**config.mk**
```make
export PLATFORM = sky130hd
export DESIGN_NAME = rah_hash_packer
export DESIGN_NICKNAME = d
export VERILOG_FILES = /design/src/rtl/rah_hash_packer_pkg.sv /design/src/rtl/rah_hash_packer.sv
export SDC_FILE = /design/constraint.sdc
export NUM_CORES = 1
export LEC_CHECK = 0
export CAP_MARGIN = 30
export CORE_MARGIN = 2
export CORE_UTILIZATION = 50
export DETAILED_ROUTE_END_ITERATION = 12
export MAX_ROUTING_LAYER = met4
export PLACE_DENSITY = 0.79
export SLEW_MARGIN = 20
export SYNTH_ARGS = -nofsm -noshare
export SYNTH_HDL_FRONTEND = slang
export SYNTH_SLANG_ARGS = --single-unit
```
**constraint.sdc**
```tcl
create_clock -name clk -period 2.2 [get_ports clk]
set_input_delay 0.33 -clock clk [delete_from_list [all_inputs] [get_ports clk]]
set_output_delay 0.33 -clock clk [all_outputs]
set_load 0.005 [all_outputs]
```
**src/rtl/rah_hash_packer_pkg.sv**
```systemverilog
// Shared RAH packer constants: header field positions, sync marker, payload word count, FSM states.
// The CRC state exists only when RAH_HASH_CHECKSUM_EN is defined.
package rah_hash_packer_pkg;

  localparam logic [7:0] RAH_SYNC_BYTE = 8'hA5;

  localparam int RAH_HDR_SYNC_MSB = 47;
  localparam int RAH_HDR_SYNC_LSB = 40;
  localparam int RAH_HDR_SEQ_MSB  = 39;
  localparam int RAH_HDR_SEQ_LSB  = 32;
  localparam int RAH_HDR_LEN_MSB  = 31;
  localparam int RAH_HDR_LEN_LSB  = 16;
  localparam int RAH_HDR_CNT_MSB  = 15;
  localparam int RAH_HDR_CNT_LSB  = 0;

  localparam int RAH_HASH_NWORDS = 6;

  typedef enum logic [2:0] {
    IDLE,
    HEADER,
    PAYLOAD,
`ifdef RAH_HASH_CHECKSUM_EN
    CRC,
`endif
    DONE
  } state_t;

endpackage

```
**src/rtl/rah_hash_packer.sv**
```systemverilog
// Latches a 256-bit miner hash and writes it to the RAH encoder FIFO as a header plus MSB-first 48-bit words.
// Define RAH_HASH_CHECKSUM_EN to append an XOR checksum word after the payload.
module rah_hash_packer
  import rah_hash_packer_pkg::*;
#(
  parameter int         DATA_WIDTH = 48,
  parameter int         HASH_WIDTH = 256,
  parameter logic [7:0] SYNC_BYTE  = RAH_SYNC_BYTE
) (
  input  logic                  clk,
  input  logic                  rst_n,
  input  logic                  hash_valid,
  input  logic [HASH_WIDTH-1:0] hash_data,
  output logic                  hash_ready,
  input  logic                  fifo_full,
  output logic                  wr_en,
  output logic [DATA_WIDTH-1:0] wr_data,
  output logic [7:0]            seq_num,
  output logic                  busy
);

  localparam int NWORDS = (HASH_WIDTH + DATA_WIDTH - 1) / DATA_WIDTH;
  localparam int PACK_W = NWORDS * DATA_WIDTH;

  state_t                  state_q, state_d;
  logic [2:0]              idx_q, idx_d;
  logic [HASH_WIDTH-1:0]   hash_q;
  logic [7:0]              seq_q;
  logic [7:0]              next_seq;
  logic [PACK_W-1:0]       padded;
  logic [DATA_WIDTH-1:0]   word_sel;
  logic [DATA_WIDTH-1:0]   header;
  logic                    wr_en_d;
  logic [DATA_WIDTH-1:0]   wr_data_d;
`ifdef RAH_HASH_CHECKSUM_EN
  logic [DATA_WIDTH-1:0]   acc_q;
`endif

  assign next_seq = seq_q + 8'd1;
  assign seq_num  = seq_q;

  always_comb begin
    header = '0;
    header[RAH_HDR_SYNC_MSB:RAH_HDR_SYNC_LSB] = SYNC_BYTE;
    header[RAH_HDR_SEQ_MSB:RAH_HDR_SEQ_LSB]   = next_seq;
    header[RAH_HDR_LEN_MSB:RAH_HDR_LEN_LSB]   = 16'(HASH_WIDTH);
    header[RAH_HDR_CNT_MSB:RAH_HDR_CNT_LSB]   = 16'(NWORDS);
  end

  // Hash is left-aligned in a whole number of words, so the last word is zero-padded in its LSBs.
  always_comb begin
    padded = '0;
    padded[PACK_W-1 -: HASH_WIDTH] = hash_q;
    word_sel = '0;
    for (int unsigned k = 0; k < NWORDS; k++) begin
      if (idx_q == 3'(k))
        word_sel = padded[PACK_W-1-k*DATA_WIDTH -: DATA_WIDTH];
    end
  end

  always_ff @(posedge clk or negedge rst_n) begin
    if (!rst_n) begin
      state_q <= IDLE;
      idx_q   <= '0;
    end else begin
      state_q <= state_d;
      idx_q   <= idx_d;
    end
  end

  always_comb begin
    state_d = state_q;
    idx_d   = idx_q;
    case (state_q)
      IDLE:    if (hash_valid) state_d = HEADER;
      HEADER:  if (!fifo_full) begin
                 state_d = PAYLOAD;
                 idx_d   = '0;
               end
      PAYLOAD: if (!fifo_full) begin
                 if (idx_q == 3'(NWORDS - 1)) begin
`ifdef RAH_HASH_CHECKSUM_EN
                   state_d = CRC;
`else
                   state_d = DONE;
`endif
                 end else begin
                   idx_d = idx_q + 3'd1;
                 end
               end
`ifdef RAH_HASH_CHECKSUM_EN
      CRC:     if (!fifo_full) state_d = DONE;
`endif
      DONE:    state_d = IDLE;
      default: state_d = IDLE;
    endcase
  end

  always_comb begin
    hash_ready = (state_q == IDLE);
    busy       = 1'b0;
    wr_en_d    = 1'b0;
    wr_data_d  = '0;
    case (state_q)
      HEADER: begin
        busy      = 1'b1;
        wr_en_d   = !fifo_full;
        wr_data_d = header;
      end
      PAYLOAD: begin
        busy      = 1'b1;
        wr_en_d   = !fifo_full;
        wr_data_d = word_sel;
      end
`ifdef RAH_HASH_CHECKSUM_EN
      CRC: begin
        busy      = 1'b1;
        wr_en_d   = !fifo_full;
        wr_data_d = acc_q;
      end
`endif
      default: ;
    endcase
  end

  always_ff @(posedge clk or negedge rst_n) begin
    if (!rst_n) begin
      hash_q  <= '0;
      seq_q   <= '0;
      wr_en   <= 1'b0;
      wr_data <= '0;
`ifdef RAH_HASH_CHECKSUM_EN
      acc_q   <= '0;
`endif
    end else begin
      wr_en <= wr_en_d;
      if (wr_en_d) wr_data <= wr_data_d;
      if (state_q == IDLE && hash_valid) hash_q <= hash_data;
      if (state_q == DONE) seq_q <= next_seq;
`ifdef RAH_HASH_CHECKSUM_EN
      // Header write restarts the accumulator, so the checksum never carries over between frames.
      if (wr_en_d) acc_q <= (state_q == HEADER) ? wr_data_d : (acc_q ^ wr_data_d);
`endif
    end
  end

endmodule

```
==> out/qor.txt <==
Status -> completed
Area added between synthesis and finish -> 36.7%
PwrDens -> 1460 mW/mm^2
DRC viols -> 0
Yosys cell types -> 53
Largest area contributor in the netlist -> dfrtp_1
Slew Viols, Final -> 0
Critical Path End Type -> register
Number of placement rows -> 61
Worst EP required -> 2.57 ns
Top cell type's share of synthesized area -> 56.3%
Post-synthesis mux area share -> 20.7%
Largest cells by area after synthesis -> dfrtp_1, mux2_2, a221oi_1
Seq cells post-synth -> 318
Dpl hpwl -> 29.2 mm
Layout Cells excl Fill -> 1834
Setup CP Type -> register to register
Post-Place Cell Area -> 0.0180 mm^2
Startpoint Class -> register
# H-tree levels -> 2
Num CTS Buffers -> 35
Max_cap viols -> 0
Worst-path fanout max -> 22
FFs w/ async S/R, synth -> 100%
Post-synth top cells -> dfrtp_1, mux2_2, nand2_1, buf_2, nor2_1
Pin count of the biggest net entering global routing -> 80
Slew headroom -> 66.4%
Synth Area in Compound Gates -> 13.3%
Syn_nets -> 1369
Most frequent cell after synthesis -> dfrtp_1
Clk Tree Root Cell -> clkbuf_16
Leak -> 8.01 nW
Vias in the first global route -> 11200
Initial antenna violation count -> 12
DRT Pass-1 Iters -> 5
Fin crit share -> 97.4%
Placer congestion estimate -> 0.892
# Post-CTS Setup Buffers -> 0
Yosys Warn Count -> 0
Placed Cells incl. Taps -> 1758
Sink Count -> 318
Wirelength per Cell -> 22.5 um
Die Y -> 172 um
Final Skew -> 0.00973 ns
Number of fill cells -> 1945
Proportion of layout cells with a drive suffix above 1 -> 26.9%
Number of port buffers -> 318
HP Class -> input port to async pin
Die width -> 172 um
Worst hold slack -> 0.348 ns
Final Routed Wirelength -> 41.3 mm
Worst slew pin tran -> 0.504 ns
Post-DRT Antenna Nets -> 0
Die area -> 0.0296 mm^2
Hold Vio Cnt, Final -> 0
Max Clk Rate -> 467 MHz
Via count -> 10600
Syn Area/Cell -> 12.9 um^2
Total gr overflow -> 0
Worst vdd ir -> 0.000623 V
All-Layer GR Usage -> 29.1%
Mapped cell area -> 0.0141 mm^2
Syn Inst Count -> 1099
Reg2reg setup slack -> 0.06 ns
Post-DR vias/cell -> 5.76
NumNets Final -> 1688
Skew-Pair Late Insertion Delay -> 0.51 ns
Simple-gate area share of the yosys netlist -> 4.54%
First-pass GRT wire length -> 63.4 mm
Post-synth EDFFs -> 0
CP arrival -> 2.51 ns
Largest family of logic cells by synthesized area -> multiplexers
Starting density of the core -> 50.9%
Synth Area in Adders -> 0.885%
Clock Path Buffers -> 3
Clk slew on worst S/H paths -> 0.06 ns
Seq/Total Area, Yosys -> 56.3%
Xor/xnor share of the synthesized area -> 0.744%
Setup violators final -> 0
Fin area -> 0.0193 mm^2
Synth Flop Type -> dfrtp_1
Area of the core -> 0.0278 mm^2
CTS tree -> done
DR iter-0 viols -> 1008
Minimum clock period -> 2.14 ns
I/O pin count -> 319
[metal layers]
| metal | track usage [%] | wire (um) | vias up |
|---|---|---|---|
| met5 | - | 0 | - |
| met3 | 4.67 | 2980 | 110 |
| met4 | 14.4 | 1880 | 0 |
| met2 | 45.4 | 19800 | 457 |
| met1 | 37.2 | 16700 | 5294 |
| li1 | - | - | 4699 |
[metrics by stage]
stage          power, mW  TNS (ns)  utilization, %  setup WS [ns]
5_1_grt             29.7  -0.00277            69.5       -0.00277
3_3_place_gp        21.2         0            64.7        0.00592
6_report            28.2         0            69.5         0.0574
2_1_floorplan       17.2         0               -          0.254
3_5_place_dp        21.6   -0.0549            64.7        -0.0330
4_1_cts             28.1         0            69.4         0.0205
[where the power goes]
group | switching (mW) | internal, mW | total (mW)
Combinational | 5.23 | 6.04 | 11.3
Sequential | 1.84 | 8.77 | 10.6
Clock | 2.32 | 3.96 | 6.27
Total | 9.39 | 18.8 | 28.2
[worst paths after layout]
kind | cells past startpoint | startpoint | end
worst max-delay path | 7 | idx_q[0] | wr_data[37]
worst min-delay path | 2 | rst_n | hash_q[202]
worst max register to register | 7 | idx_q[0] | wr_data[37]
worst min register to register | 1 | hash_q[155] | hash_q[155]
max in group asynchronous | 3 | rst_n | hash_q[115]
min in group clk | 2 | hash_data[226] | hash_q[226]
[registers in the layout, summed over array words and instances (netlist names)]
signal,cells
hash_q,256
state_q,2
wr_en,1
wr_data,48
seq_num,8
idx_q,3
[cells in the final DEF (no fill, tap or decap), types with 3 or more instances in the layout]
master           Yosys  routed
mux2_2             258     258
xor2_1               6       6
o21ai_0             45      45
nand4_1              3       3
clkbuf_16            0      37
nand3_1              5       5
nand2_1             53      52
a22oi_1             33      33
diode_2              0      15
a221oi_2             5       5
ha_1                10       6
inv_1               11      11
clkdlybuf4s50_1      0     316
a21oi_2              0       3
buf_4                6      29
clkbuf_1            19       3
nand2b_1             7       6
o221ai_1             6       6
nand3b_1             5       5
o2bb2ai_1            3       3
a2bb2oi_1            6       6
bufinv_16            0       4
buf_12               0      19
xnor2_1              6       6
nor3b_1              3       3
a221oi_1            32      32
o211ai_1             5       5
a21oi_1             33      30
nor2_1              49      48
a22o_1              24      24
dfrtp_1            318     317
nor2b_1              6       5
clkbuf_8             0      13
o21ai_1              5       5
o31ai_1             34      34
a31oi_1             11      10
a221o_1              7       7
[cell type report]
type	instances	area (um^2)	share of cell area [%]
clock buffer	53	1120	5.78
clock inverter	7	139	0.719
sequential	318	7960	41.2
tap	378	473	2.45
multi-input combinational	682	5740	29.7
antenna	15	37.5	0.194
inverter	14	52.6	0.272
timing repair buffer	367	3790	19.6
[cell families after synthesis]
group,count (synthesis)
AOI/OAI and AO/OA,259
xor gates and xnor gates,12
DFF,318
muxes,260
buffers and inverters,99
adders and majority gates,10
and+or+nand+nor,141
[worst max-delay path, cell delays in order (launching register included)]
cell,delay [ns]
dfrtp_2,0.42
inv_1,0.11
ha_1,0.23
buf_4,0.22
or2_1,0.30
a221o_1,0.30
a21oi_2,0.26
o221ai_1,0.15
[timing repair]
| item | in CTS | in global routing |
|---|---|---|
| hold buffers | 1 | 0 |
| endpoints found under the hold margin | 52 | 0 |
| cloned | 0 | 0 |
| endpoints found under the setup margin | 3 | 11 |
| gates resized for setup | 4 | 3 |
Power figures use the tool's default switching activity.
